## config.mk

```make
export PLATFORM = sky130hd
export DESIGN_NAME = keypad_encoder
export DESIGN_NICKNAME = d
export VERILOG_FILES = /design/src/rtl/keypad_pkg.sv /design/src/rtl/sync_2ff.sv /design/src/rtl/keypad_encoder.sv
export SDC_FILE = /design/constraint.sdc
export NUM_CORES = 1
export LEC_CHECK = 0
export ABC_AREA = 1
export CORE_MARGIN = 1.5
export CORE_UTILIZATION = 35
export DETAILED_ROUTE_END_ITERATION = 6
export HOLD_SLACK_MARGIN = 0.08
export PLACE_DENSITY = 0.66
export RECOVER_POWER = 50
export SLEW_MARGIN = 20
export SYNTH_ARGS = -nofsm -noshare
export SYNTH_HDL_FRONTEND = slang
export SYNTH_SLANG_ARGS = --single-unit
```

## constraint.sdc

```tcl
create_clock -name clk -period 1.75 [get_ports clk]
set_input_delay 0.525 -clock clk [delete_from_list [all_inputs] [get_ports clk]]
set_output_delay 0.525 -clock clk [all_outputs]
set_load 0.1 [all_outputs]
```

## src/rtl/keypad_pkg.sv

```systemverilog
// rtl/keypad_pkg.sv - shared types, sizes and row-priority helper for the keypad encoder
package keypad_pkg;

   typedef enum logic [1:0] {
      SCAN         = 2'd0,
      DEBOUNCE     = 2'd1,
      REPORT       = 2'd2,
      WAIT_RELEASE = 2'd3
   } state_t;

   localparam int NUM_ROWS = 4;
   localparam int NUM_COLS = 4;
   localparam int CODE_W   = 4;
   localparam logic [NUM_ROWS-1:0] RELEASED = 4'b1111;

   // Lowest-index active-low row wins when several rows are pressed.
   function automatic logic [1:0] low_row_idx(input logic [NUM_ROWS-1:0] rows);
      logic [1:0] idx;
      idx = 2'd0;
      for (int i = NUM_ROWS - 1; i >= 0; i--) begin
         if (!rows[i]) idx = 2'(i);
      end
      return idx;
   endfunction

endpackage

```

## src/rtl/sync_2ff.sv

```systemverilog
// rtl/sync_2ff.sv - two-flop synchronizer with parameterized width and reset value
module sync_2ff #(
   parameter int               WIDTH     = 1,
   parameter logic [WIDTH-1:0] RESET_VAL = '0
) (
   input  logic             i_clk,
   input  logic             i_rst,
   input  logic [WIDTH-1:0] i_d,
   output logic [WIDTH-1:0] o_q
);

   logic [WIDTH-1:0] r_meta;
   logic [WIDTH-1:0] r_sync;

   always_ff @(posedge i_clk) begin
      if (i_rst) begin
         r_meta <= RESET_VAL;
         r_sync <= RESET_VAL;
      end else begin
         r_meta <= i_d;
         r_sync <= r_meta;
      end
   end

   assign o_q = r_sync;

endmodule

```

## src/rtl/keypad_encoder.sv

```systemverilog
// rtl/keypad_encoder.sv - 4x4 keypad scanner, debouncer and key-code encoder with valid/ready output
module keypad_encoder
   import keypad_pkg::*;
#(
   parameter int SCAN_CYCLES     = 4,
   parameter int DEBOUNCE_CYCLES = 16
) (
   input  logic                clk,
   input  logic                rst,
   output logic [NUM_COLS-1:0] col_drive,
   input  logic [NUM_ROWS-1:0] row_sense,
   output logic [CODE_W-1:0]   key_code,
   output logic                key_valid,
   input  logic                key_ready
);

   localparam int DWELL_W = $clog2(SCAN_CYCLES + 1);
   localparam int DEB_W   = $clog2(DEBOUNCE_CYCLES + 1);
   localparam int COL_W   = $clog2(NUM_COLS);
   localparam logic [DWELL_W-1:0] DWELL_LAST = DWELL_W'(SCAN_CYCLES - 1);
   localparam logic [DEB_W-1:0]   DEB_DONE   = DEB_W'(DEBOUNCE_CYCLES);
   localparam logic [DEB_W-1:0]   DEB_LAST   = DEB_W'(DEBOUNCE_CYCLES - 1);

   state_t              r_state,   w_state_nxt;
   logic [COL_W-1:0]    r_col,     w_col_nxt;
   logic [DWELL_W-1:0]  r_dwell,   w_dwell_nxt;
   logic [DEB_W-1:0]    r_deb,     w_deb_nxt;
   logic [NUM_ROWS-1:0] r_pattern, w_pattern_nxt;
   logic [CODE_W-1:0]   r_key_code, w_code_nxt;
   logic                r_key_valid, w_valid_nxt;
   logic [NUM_ROWS-1:0] w_rows_s;

   sync_2ff #(
      .WIDTH     (NUM_ROWS),
      .RESET_VAL (RELEASED)
   ) u_row_sync (
      .i_clk (clk),
      .i_rst (rst),
      .i_d   (row_sense),
      .o_q   (w_rows_s)
   );

   always_ff @(posedge clk) begin
      if (rst) begin
         r_state     <= SCAN;
         r_col       <= '0;
         r_dwell     <= '0;
         r_deb       <= '0;
         r_pattern   <= RELEASED;
         r_key_code  <= '0;
         r_key_valid <= 1'b0;
      end else begin
         r_state     <= w_state_nxt;
         r_col       <= w_col_nxt;
         r_dwell     <= w_dwell_nxt;
         r_deb       <= w_deb_nxt;
         r_pattern   <= w_pattern_nxt;
         r_key_code  <= w_code_nxt;
         r_key_valid <= w_valid_nxt;
      end
   end

   always_comb begin
      w_state_nxt   = r_state;
      w_col_nxt     = r_col;
      w_dwell_nxt   = r_dwell;
      w_deb_nxt     = r_deb;
      w_pattern_nxt = r_pattern;
      w_code_nxt    = r_key_code;
      w_valid_nxt   = r_key_valid;
      case (r_state)
         SCAN: begin
            if (r_dwell == DWELL_LAST) begin
               w_dwell_nxt = '0;
               if (w_rows_s != RELEASED) begin
                  w_pattern_nxt = w_rows_s;
                  w_deb_nxt     = '0;
                  w_state_nxt   = DEBOUNCE;
               end else begin
                  w_col_nxt = r_col + 1'b1;
               end
            end else begin
               w_dwell_nxt = r_dwell + 1'b1;
            end
         end
         DEBOUNCE: begin
            if (r_deb == DEB_DONE) begin
               w_state_nxt = REPORT;
               w_valid_nxt = 1'b1;
               w_code_nxt  = {low_row_idx(r_pattern), r_col};
            end else if (w_rows_s == RELEASED) begin
               w_state_nxt = SCAN;
               w_col_nxt   = r_col + 1'b1;
               w_dwell_nxt = '0;
            end else if (w_rows_s != r_pattern) begin
               w_pattern_nxt = w_rows_s;
               w_deb_nxt     = '0;
            end else begin
               w_deb_nxt = r_deb + 1'b1;
            end
         end
         REPORT: begin
            if (key_ready) begin
               w_valid_nxt = 1'b0;
               w_deb_nxt   = '0;
               w_state_nxt = WAIT_RELEASE;
            end
         end
         WAIT_RELEASE: begin
            // Any press while waiting restarts the release qualification.
            if (w_rows_s != RELEASED) begin
               w_deb_nxt = '0;
            end else if (r_deb == DEB_LAST) begin
               w_deb_nxt   = '0;
               w_dwell_nxt = '0;
               w_col_nxt   = r_col + 1'b1;
               w_state_nxt = SCAN;
            end else begin
               w_deb_nxt = r_deb + 1'b1;
            end
         end
         default: w_state_nxt = SCAN;
      endcase
   end

   assign col_drive = ~(NUM_COLS'(1) << r_col);
   assign key_code  = r_key_code;
   assign key_valid = r_key_valid;

endmodule
```

==> summary.md, run 1 <==
| Metric | Value |
|---|---|
| Share of cells above drive strength 1 | `21.31%` |
| Initial antenna violation count | `0` |
| Worst Hold Launch | `u_row_sync.r_meta[1]$_SDFF_PP1_` |
| Final Cycle Share | `96.58%` |
| Actual slew at the worst max-slew pin | `0.5436 ns` |
| Critical R2R Launch | `r_deb[0]$_SDFFE_PP0P_` |
| Most frequent cells in the layout | `53 x nand2_1, 36 x inv_1, 26 x dfxtp_1` |
| Final setup fails | `0` |
| Netlist cell types | `22` |
| Critical Path End Type | `output pin` |
| Clk slew on worst S/H paths | `0.06 ns` |
| Vias in the first global route | `1193` |
| Die Width | `68.01 microns` |
| Slew margin rel. | `63.92%` |
| Tot Pwr | `1.526 mW` |
| Clock Power Share | `35.8%` |
| Kind of critical path | `reg -> out` |
| Comb pwr share | `17.6%` |
| Antenna cells | `0` |
| CP Data Arrival Time | `1.17 ns` |
| CTS tree | `done` |
| GR Layer Usage met2 | `21.60%` |
| Hold Buf Count CTS | `0` |
| Iter 0 DRT Violations | `47` |
| Vias | `1327` |
| Input/output buffers | `15` |
| CTS Buffer Depth | `2` |
| Effective utilization at floorplan | `36.71%` |
| Flop pwr share | `46.6%` |
| Net Sw Power | `0.4599 mW` |
| GRT Util Overall | `14.55%` |
| Most common cell after layout, fill and taps aside | `nand2_1` |
| Fin nets | `259` |
| Worst hold endpoint | `u_row_sync.o_q[1]$_SDFF_PP1_` |
| Synth Cell Area | `1479 sq um` |
| CTS H-tree depth | `2` |
| Worst ir drop on vdd | `0.4499 mV` |
| R2r setup slk | `0.10 ns` |
| Switching share of power | `30.13%` |
| CP required | `1.22 ns` |
| M3 GR Usage | `5.921%` |
| CORE AREA | `4029 sq um` |
| Final WL | `2902 microns` |
| Clk sinks | `29` |
| Crit-path max FO | `4` |
| EDFF count, synth | `0` |
| Max-cap viol count | `0` |
| Max Clock Freq | `0.5917 GHz` |
| RePlAce Congestion | `0.8078` |
| Mapped Cells | `212` |
| Die height | `68.01 microns` |
| First-pass GRT wire length | `4954 microns` |
| Area Overhead vs Synth | `27.07%` |
| GRT Max-Usage Layer | `met2` |
| Sequential element share of the synthesized area | `39.26%` |
| Die ar. | `4625 sq um` |
| Status | `completed` |
| Vias per cell | `4.514` |
| Syn Nets | `228` |
| Total iterations of the first detailed-routing run | `4` |
| HP Class | `reg -> reg` |
| RR Endpoint | `r_dwell[2]$_SDFFE_PP0P_` |
| Met1 Resource Use GR | `17.99%` |
| Min Clock Period, post-route | `1.690 ns` |
| CTS Buf Count | `5` |
| Cell count of the worst reg-to-reg path | `11` |
| PD cells | `812.1 nW/um^2` |
| Worst-Skew Late Latency | `0.29 ns` |
| RSZ-0062 raised after global routing | `true` |
| Gr ovfl total | `0` |
| Final Hold Fails | `0` |
| Syn Area/Cell | `6.976 sq um` |
| Ys Warns | `0` |
| ANT nets after route | `0` |
| DR WL/cell | `9.871 microns` |
| Ys flop type | `dfxtp_1` |
| Root Buffer | `clkbuf_8` |
| FF+latch count, synth | `29` |
| Pin count of the biggest net entering global routing | `15` |
| Row count | `23` |
| Final TNS setup | `0 ns` |
| Ports | `16` |
| Fin. max-slew vios | `0` |
| Internal cell power | `1.066 mW` |
| Fin Clk Skew | `0.004229 ns` |
| Ys async rst share | `0%` |
| Setup crit start kind | `flip-flop` |
| Drt drc | `0` |
| Pleak | `0.9609 nW` |
| WHS Path Cells | `1` |
| HPWL after DPL | `2148 microns` |
==> per-layer routing <==
layer | routed length [microns] | up-vias
li1 | - | 718
met1 | 1469 | 578
met2 | 1243 | 23
met3 | 125 | 8
met4 | 64 | 0
met5 | 0 | -
==> kinds of logic (layout without fill, tap and decap cells) <==
kind of cell    count (synthesis)  in the layout  synth area share, %
fa+ha+maj                       9              9                7.614
xor+xnor                        1              1               0.5923
simple gates                  109            109                33.59
compound gates                 23             23                8.292
flops                          29             29                39.26
buf+inv                        41             73                10.66
==> cell type report <==
type / instances / area (sq um)
clock buffers: 5 / 68.82
clock inverters: 3 / 17.52
fillers: 417 / 2150
inverters: 39 / 146.4
multi-input cells: 142 / 759.5
flip-flops and latches: 29 / 584.3
well taps: 50 / 62.56
repair buffers: 26 / 240.2
==> worst max-delay path: stages (launching register included) <==
cell     delay (ns)
dfxtp_2        0.35
inv_1          0.08
ha_1           0.21
inv_2          0.07
buf_12         0.16
==> power by group through the flow <==
stage | combinational (mW) | sequential [mW] | clock (mW)
2_1_floorplan | 0.181 | 0.720 | 0
6_report | 0.268 | 0.712 | 0.546
3_5_place_dp | 0.262 | 0.726 | 0
4_1_cts | 0.263 | 0.711 | 0.562
3_3_place_gp | 0.260 | 0.725 | 0
5_1_grt | 0.297 | 0.715 | 0.581
==> stage by stage <==
step	cells	worst slack, ns	utilization (%)	cell area [sq um]	hold slack [ns]
6_report	294	0.05988	46.65	1879	0.4074
2_1_floorplan	212	0.01285	-	1479	0.3895
4_1_cts	293	0.01950	48.04	1936	0.4080
5_1_grt	294	-0.03342	46.65	1879	0.4161
3_3_place_gp	285	-0.004885	45.81	1846	0.3923
3_5_place_dp	285	-0.03008	45.81	1846	0.3923
==> repair_timing <==
action                                 in CTS  in global routing
pin swaps                                   0                  1
setup buffers                               0                  1
endpoints found under the hold margin       0                  0
setup endpoints to repair                   4                 12
gates resized for setup                     2                  9
==> state kept, by name, indices dropped and copies added, names as in the netlist, named ones only <==
name,count
u_row_sync.r_meta,4
r_col,2
key_code,4
r_pattern,4
r_state,1
r_dwell,3
r_deb,5
u_row_sync.o_q,4
key_valid,1
==> cell usage after synthesis (2+ instances only) <==
library cell	count	area, sq um
ha_1	9	112.6
nor2_1	16	60.06
nand3_1	20	100.1
nand2_1	54	202.7
nor2_2	2	12.51
nand2_2	2	12.51
or2_2	8	50.05
nor2_4	2	22.52
inv_1	38	142.6
a21oi_1	12	60.06
nand4_1	3	18.77
dfxtp_1	29	580.6
o21ai_0	8	40.04
==> how the worst max path moves through the flow <==
stage,from,endpoint,slack [ns],cells past startpoint
finish,r_col[0]$_SDFFE_PP0P_,col_drive[0],0.06,4
CTS,r_col[1]$_SDFFE_PP0P_,col_drive[1],0.02,4
global placement,key_ready,r_deb[2]$_SDFFE_PP0P_,-0.005,8
global route,r_deb[1]$_SDFFE_PP0P_,r_dwell[2]$_SDFFE_PP0P_,-0.03,11
floorplan,r_col[0]$_SDFFE_PP0P_,col_drive[0],0.01,3
detailed placement,key_ready,r_deb[2]$_SDFFE_PP0P_,-0.03,8
No activity file was read; power rests on OpenSTA's default activity.
==> run 2: changes to the inputs <==
Settings changed: DONT_BUFFER_PORTS set to 1, PLACE_DENSITY 0.66 to 0.61.
==> run 2 against run 1 <==
  * Sequential share of layout area is 2.0 points higher
  * Non-clock buffer count is 15 lower
  * First-iteration DRC count rose by 30%
  * Fmax increased by 0.22%
  * Largest cell class unchanged
  * Power increased by 1.0%
  * Setup slack better by 0.0037 ns
  * Final cell count down 5.1%
  * Critical path depth did not move
==> summary.md, run 2 (synthesis gave the netlist of run 1 again) <==
| Metric | Value |
|---|---|
| Net Sw Power | `0.4491 mW (was 0.4599 mW)` |
| Fin Clk Skew | `0.005311 ns (was 0.004229 ns)` |
| Worst-Skew Late Latency | `0.28 ns (was 0.29 ns)` |
| Die height | `68.01 microns (unchanged)` |
| Max-cap viol count | `0 (unchanged)` |
| Drt drc | `0 (unchanged)` |
| Vias | `1268 (was 1327)` |
| RSZ-0062 raised after global routing | `false (was true)` |
| Cell count of the worst reg-to-reg path | `10 (was 11)` |
| Comb pwr share | `15.8% (was 17.6%)` |
| Vias per cell | `4.545 (was 4.514)` |
| Final WL | `2939 microns (was 2902 microns)` |
| Crit-path cells | `inv_2 -> ha_1 -> inv_1 -> buf_12 (was inv_1 -> ha_1 -> inv_2 -> buf_12)` |
| Max stage delay on crit path | `0.36 ns (was 0.35 ns)` |
| RR Endpoint | `r_col[1]$_SDFFE_PP0P_ (was r_dwell[2]$_SDFFE_PP0P_)` |
| CP required | `1.22 ns (about the same)` |
| Internal cell power | `1.092 mW (was 1.066 mW)` |
| Fillers | `418 (was 417)` |
| Critical R2R Launch | `r_deb[0]$_SDFFE_PP0P_ (unchanged)` |
| Design area | `1783 sq um (was 1879 sq um)` |
| Max reg flops | `5 (unchanged)` |
| Worst hold endpoint | `r_col[0]$_SDFFE_PP0P_ (was u_row_sync.o_q[1]$_SDFF_PP1_)` |
| Effective utilization at floorplan | `36.71% (unchanged)` |
| Actual slew at the worst max-slew pin | `0.5622 ns (was 0.5436 ns)` |
| Die Width | `68.01 microns (unchanged)` |
| ANT nets after route | `0 (unchanged)` |
| Max Clock Freq | `0.5930 GHz (was 0.5917 GHz)` |
| Most frequent cells in the layout | `54 x nand2_1, 37 x inv_1, 24 x dfxtp_1 (was 53 x nand2_1, 36 x inv_1, 26 x dfxtp_1)` |
| Setup crit start kind | `flip-flop (unchanged)` |
| First-pass GRT wire length | `4933 microns (was 4954 microns)` |
| Most common cell after layout, fill and taps aside | `nand2_1 (unchanged)` |
| Slowest-stage cell, CP | `dfxtp_4 (was dfxtp_2)` |
| Final setup fails | `0 (unchanged)` |
| Input/output buffers | `0 (was 15)` |
| R2r setup slk | `0.14 ns (was 0.10 ns)` |
| Status | `completed (unchanged)` |
| Placed Instances | `271 (was 285)` |
| Pleak | `0.9086 nW (was 0.9609 nW)` |
| Switching share of power | `29.13% (was 30.13%)` |
| CTS Buffer Depth | `2 (unchanged)` |
| Clock Power Share | `38.1% (was 35.8%)` |
| CTS H-tree depth | `2 (unchanged)` |
| Fin nets | `244 (was 259)` |
| Number of buffers added for setup after CTS | `0 (unchanged)` |
| Fin cells | `279 (was 294)` |
| Total iterations of the first detailed-routing run | `4 (unchanged)` |
| Worst ir drop on vdd | `0.6141 mV (was 0.4499 mV)` |
| Clk sinks | `29 (unchanged)` |
| Hold Buf Count CTS | `0 (unchanged)` |
| WHS Path Cells | `1 (unchanged)` |
| Root Buffer | `clkbuf_8 (unchanged)` |
| Worst Hold Launch | `rst (was u_row_sync.r_meta[1]$_SDFF_PP1_)` |
| Row count | `23 (unchanged)` |
| Antenna cells | `0 (unchanged)` |
| RePlAce Congestion | `0.7935 (was 0.8078)` |
| Pin count of the biggest net entering global routing | `17 (was 15)` |
| Initial antenna violation count | `0 (unchanged)` |
| GRT Util Overall | `14.58% (was 14.55%)` |
| Share of cells above drive strength 1 | `19.65% (was 21.31%)` |
| Crit-path max FO | `4 (unchanged)` |
| Final TNS setup | `0 ns (unchanged)` |
| Clk slew on worst S/H paths | `0.07 ns (was 0.06 ns)` |
| Iter 0 DRT Violations | `61 (was 47)` |
| HP Class | `in -> reg (was reg -> reg)` |
| CTS tree | `done (unchanged)` |
| Area Overhead vs Synth | `20.56% (was 27.07%)` |
| Critical Path End Type | `output pin (unchanged)` |
| PD cells | `864.6 nW/um^2 (was 812.1 nW/um^2)` |
| Ports | `16 (unchanged)` |
| Vias in the first global route | `1105 (was 1193)` |
| DR WL/cell | `10.53 microns (was 9.871 microns)` |
| CORE AREA | `4029 sq um (unchanged)` |
| CP Data Arrival Time | `1.16 ns (was 1.17 ns)` |
| Slew margin rel. | `62.52% (was 63.92%)` |
| CTS Buf Count | `5 (unchanged)` |
| Post-DP Area | `1663 sq um (was 1846 sq um)` |
| Final Cycle Share | `96.37% (was 96.58%)` |
| Kind of critical path | `reg -> out (unchanged)` |
| Gr ovfl total | `0 (unchanged)` |
| Min Clock Period, post-route | `1.686 ns (was 1.690 ns)` |
| Die ar. | `4625 sq um (unchanged)` |
| Flop pwr share | `46.1% (was 46.6%)` |
| Fin. max-slew vios | `0 (unchanged)` |
| Most flops, register | `r_deb (unchanged)` |
| Final Hold Fails | `0 (unchanged)` |
| HPWL after DPL | `2144 microns (was 2148 microns)` |
run 2: cell count changes in the layout (fill, tap and decap cells not counted), moves of 2 or more:
cell             delta
clkdlybuf4s50_1     -5
clkbuf_1            -2
dfxtp_1             -2
buf_2               -2
clkbuf_2            +2
buf_4               -7
run 2: how the worst max path moves through the flow:
stage                     startpoint                      end  cells after the start
2_1_floorplan  r_col[0]$_SDFFE_PP0P_             col_drive[0]                      3
3_3_place_gp   r_deb[0]$_SDFFE_PP0P_  r_dwell[2]$_SDFFE_PP0P_                     11
3_5_place_dp   r_deb[0]$_SDFFE_PP0P_  r_dwell[2]$_SDFFE_PP0P_                     11
4_1_cts        r_col[0]$_SDFFE_PP0P_             col_drive[0]                      4
5_1_grt        r_col[0]$_SDFFE_PP0P_             col_drive[0]                      4
6_report       r_col[0]$_SDFFE_PP0P_             col_drive[0]                      4
run 2: power groups by stage:
stage	sequential (mW)	clock, mW	combinational, mW
5_1_grt	0.715	0.634	0.272
2_1_floorplan	0.720	0	0.181
3_3_place_gp	0.725	0	0.239
4_1_cts	0.711	0.613	0.243
3_5_place_dp	0.726	0	0.241
6_report	0.711	0.587	0.243
run 2: what timing repair did:
action                                  4_1_cts  5_1_grt
resized for setup                             2       11
endpoints found under the setup margin        3       13
pin swaps                                     0        1
endpoints found under the hold margin         0        0
run 2: area by class of cell:
cell class	count	area (sq um)	share of cell area (%)
inverter	39	146.4	8.211
sequential	29	589.3	33.05
clock inverter	2	13.76	0.7719
tap	50	62.56	3.509
timing repair buffer	11	120.1	6.737
multi-input combinational	142	768.2	43.09
clock buffer	6	82.58	4.632
run 2: critical path, delay by kind of cell, from the launching register on:
kind	cells	cell delay (ns)
buffers and inverters	3	0.33
adders and majority gates	1	0.19
DFF	1	0.36
run 2: per-stage QoR:
| step | worst slack (ns) | util (%) | power (mW) | hold slack (ns) |
|---|---|---|---|---|
| detailed placement | 0.01554 | 41.27 | 0.9671 | 0.3928 |
| global placement | 0.07353 | 41.27 | 0.9640 | 0.3925 |
| global route | 0.002974 | 44.25 | 1.621 | 0.2834 |
| floorplan | 0.01285 | - | 0.9009 | 0.3895 |
| finish | 0.06359 | 44.25 | 1.542 | 0.3011 |
| CTS | 0.01248 | 43.76 | 1.567 | 0.2883 |
run 2: per-layer routing:
layer | wire, microns | part of all wire, % | vias up | track usage [%]
met1 | 1484 | 50 | 551 | 18.86
met2 | 1298 | 44 | 21 | 21.97
met3 | 115 | 3.9 | 4 | 4.605
met4 | 41 | 1.4 | 0 | 6.750
li1 | - | - | 692 | -
met5 | 0 | 0 | - | 0
==> run 3: changes to the inputs <==
Settings changed: PLACE_DENSITY 0.61 to 0.46.
==> run 3 against run 2 <==
  * Global-route usage grew 1.5 points
  * Flip-flop and latch count unchanged
  * Critical endpoint is now col_drive[2]
  * Worst hold slack worse by 0.013 ns
  * Largest power group is now the clock network
==> summary.md, run 3 (synthesis gave the netlist of run 1 again) <==
| Metric | Value |
|---|---|
| Status | `completed (unchanged)` |
| Die height | `68.01 microns (unchanged)` |
| Initial antenna violation count | `0 (unchanged)` |
| R2r setup slk | `0.15 ns (was 0.14 ns)` |
| Area of the multi-input gates | `774.5 sq um (was 768.2 sq um)` |
| ANT nets after route | `0 (unchanged)` |
| Antenna cells | `0 (unchanged)` |
| CTS Buf Count | `5 (unchanged)` |
| Gr ovfl total | `0 (unchanged)` |
| Buf+Inv Stages, Crit Path | `3 (unchanged)` |
| Most frequent cells in the layout | `52 x nand2_1, 36 x inv_1, 25 x dfxtp_1 (was 54 x nand2_1, 37 x inv_1, 24 x dfxtp_1)` |
| RePlAce Congestion | `0.8668 (was 0.7935)` |
| CP required | `1.22 ns (about the same)` |
| Placed Instances | `272 (was 271)` |
| Final Hold Fails | `0 (unchanged)` |
| Post-DP Area | `1670 sq um (was 1663 sq um)` |
| Vias | `1315 (was 1268)` |
| Crit path launch | `r_col[0]$_SDFFE_PP0P_ (unchanged)` |
| Min Clock Period, post-route | `1.688 ns (was 1.686 ns)` |
| Crit-path max FO | `4 (unchanged)` |
| Final WL | `3180 microns (was 2939 microns)` |
| PD cells | `933.8 nW/um^2 (was 864.6 nW/um^2)` |
| Slew margin rel. | `62.78% (was 62.52%)` |
| Max stage delay on crit path | `0.37 ns (was 0.36 ns)` |
| Setup ws final | `0.06224 ns (was 0.06359 ns)` |
| Die Width | `68.01 microns (unchanged)` |
| Cell count of the worst reg-to-reg path | `11 (was 10)` |
| Ports | `16 (unchanged)` |
| Max reg flops | `5 (unchanged)` |
| Worst-Skew Late Latency | `0.29 ns (was 0.28 ns)` |
| Share of cells above drive strength 1 | `21.30% (was 19.65%)` |
| Final TNS setup | `0 ns (unchanged)` |
| Clk slew on worst S/H paths | `0.07 ns (about the same)` |
| Fin cells | `280 (was 279)` |
| RSZ-0062 raised after global routing | `false (unchanged)` |
| Fin. max-slew vios | `0 (unchanged)` |
| Vias in the first global route | `1256 (was 1105)` |
| GRT Util Overall | `16.12% (was 14.58%)` |
| Input/output buffers | `0 (unchanged)` |
| FF/Latch Area | `590.6 sq um (was 589.3 sq um)` |
| Iter 0 DRT Violations | `32 (was 61)` |
| Slowest-stage cell, CP | `dfxtp_4 (unchanged)` |
| Hold Buf Count CTS | `0 (unchanged)` |
| Worst hold margin | `0.2879 ns (was 0.3011 ns)` |
| Die ar. | `4625 sq um (unchanged)` |
| CTS Buffer Depth | `2 (unchanged)` |
| Effective utilization at floorplan | `36.71% (unchanged)` |
| Root Buffer | `clkbuf_8 (unchanged)` |
| HPWL after DPL | `2324 microns (was 2144 microns)` |
| Row count | `23 (unchanged)` |
| HP Class | `in -> reg (unchanged)` |
| RR Endpoint | `r_dwell[2]$_SDFFE_PP0P_ (was r_col[1]$_SDFFE_PP0P_)` |
| CP Data Arrival Time | `1.16 ns (about the same)` |
| Max-cap viol count | `0 (unchanged)` |
| Most flops, register | `r_deb (unchanged)` |
| Fillers | `418 (unchanged)` |
| Crit-path cells | `inv_2 -> ha_1 -> inv_1 -> buf_12 (unchanged)` |
| Final setup fails | `0 (unchanged)` |
| Critical Path End Type | `output pin (unchanged)` |
| Pin count of the biggest net entering global routing | `17 (unchanged)` |
| Critical R2R Launch | `r_deb[1]$_SDFFE_PP0P_ (was r_deb[0]$_SDFFE_PP0P_)` |
| Post-Place Worst Slack | `-0.01889 ns (was 0.01554 ns)` |
| Actual slew at the worst max-slew pin | `0.5583 ns (was 0.5622 ns)` |
| Drt drc | `0 (unchanged)` |
| First-pass GRT wire length | `5520 microns (was 4933 microns)` |
| WP depth | `4 (unchanged)` |
| Fin nets | `245 (was 244)` |
| Clk sinks | `29 (unchanged)` |
| Worst ir drop on vdd | `0.3897 mV (was 0.6141 mV)` |
| CTS tree | `done (unchanged)` |
| Design area | `1822 sq um (was 1783 sq um)` |
| Kind of critical path | `reg -> out (unchanged)` |
| CP top delay family | `flip-flops (unchanged)` |
| Pleak | `0.9207 nW (was 0.9086 nW)` |
| Setup crit start kind | `flip-flop (unchanged)` |
| CTS H-tree depth | `2 (unchanged)` |
| Max Clock Freq | `0.5925 GHz (was 0.5930 GHz)` |
| Most common cell after layout, fill and taps aside | `nand2_1 (unchanged)` |
| Number of buffers added for setup after CTS | `0 (unchanged)` |
| Total iterations of the first detailed-routing run | `4 (unchanged)` |
| CORE AREA | `4029 sq um (unchanged)` |
| Final Cycle Share | `96.44% (was 96.37%)` |
| Fin Clk Skew | `0.006936 ns (was 0.005311 ns)` |
| Area Overhead vs Synth | `23.18% (was 20.56%)` |
| Vias per cell | `4.696 (was 4.545)` |
| DR WL/cell | `11.36 microns (was 10.53 microns)` |
| Critical path destination | `col_drive[2] (was col_drive[0])` |
[run 3: timing repair]
| item | CTS | global route |
|---|---|---|
| pin swaps | 0 | 1 |
| resized for setup | 3 | 16 |
| endpoints found under the setup margin | 5 | 13 |
[run 3: worst min path at each step]
stage / from / endpoint / slack, ns / cells after the start
finish: rst / r_col[0]$_SDFFE_PP0P_ / 0.29 / 1
global route: rst / r_deb[1]$_SDFFE_PP0P_ / 0.28 / 1
CTS: rst / r_col[0]$_SDFFE_PP0P_ / 0.28 / 1
detailed placement: u_row_sync.r_meta[1]$_SDFF_PP1_ / u_row_sync.o_q[1]$_SDFF_PP1_ / 0.40 / 1
global placement: u_row_sync.r_meta[0]$_SDFF_PP1_ / u_row_sync.o_q[0]$_SDFF_PP1_ / 0.39 / 1
floorplan: u_row_sync.r_meta[0]$_SDFF_PP1_ / u_row_sync.o_q[0]$_SDFF_PP1_ / 0.39 / 1
[run 3: worst register-to-register path, delay by kind of cell, from the launching register on]
kind / cells / cell delay [ns]
AO/OA/AOI/OAI: 1 / 0.10
adder cells (fa/ha/maj): 2 / 0.34
buffers and inverters: 2 / 0.12
flip-flops: 1 / 0.38
AND/OR/NAND/NOR: 6 / 0.58
[run 3: layer usage]
metal  share of wire [%]  global-route usage, %  vias to the layer above
li1                    -                      -                      693
met1                  46                  19.15                      591
met2                  48                  26.21                       24
met3                 3.3                  4.276                        7
met4                 2.5                  9.000                        0
met5                   0                      0                        -
[run 3: where the power goes]
group | leakage (nW) | switching (mW) | internal [mW]
registers | 0.239 | 0.0232 | 0.688
clock network | 0.0574 | 0.277 | 0.462
logic | 0.624 | 0.161 | 0.0893
[run 3: through the flow]
step / total power [mW] / util (%)
6_report: 1.701 / 45.22
5_1_grt: 1.770 / 45.22
4_1_cts: 1.716 / 44.53
3_5_place_dp: 0.9724 / 41.46
3_3_place_gp: 0.9664 / 41.46
2_1_floorplan: 0.9009 / -
[run 3: final cells by class]
type | count | share of cell area, %
inverter | 39 | 8.036
sequential | 29 | 32.42
clock buffer | 6 | 4.533
timing repair buffer | 12 | 7.005
multi-input combinational | 142 | 42.51
clock inverter | 2 | 2.060
tap | 50 | 3.434
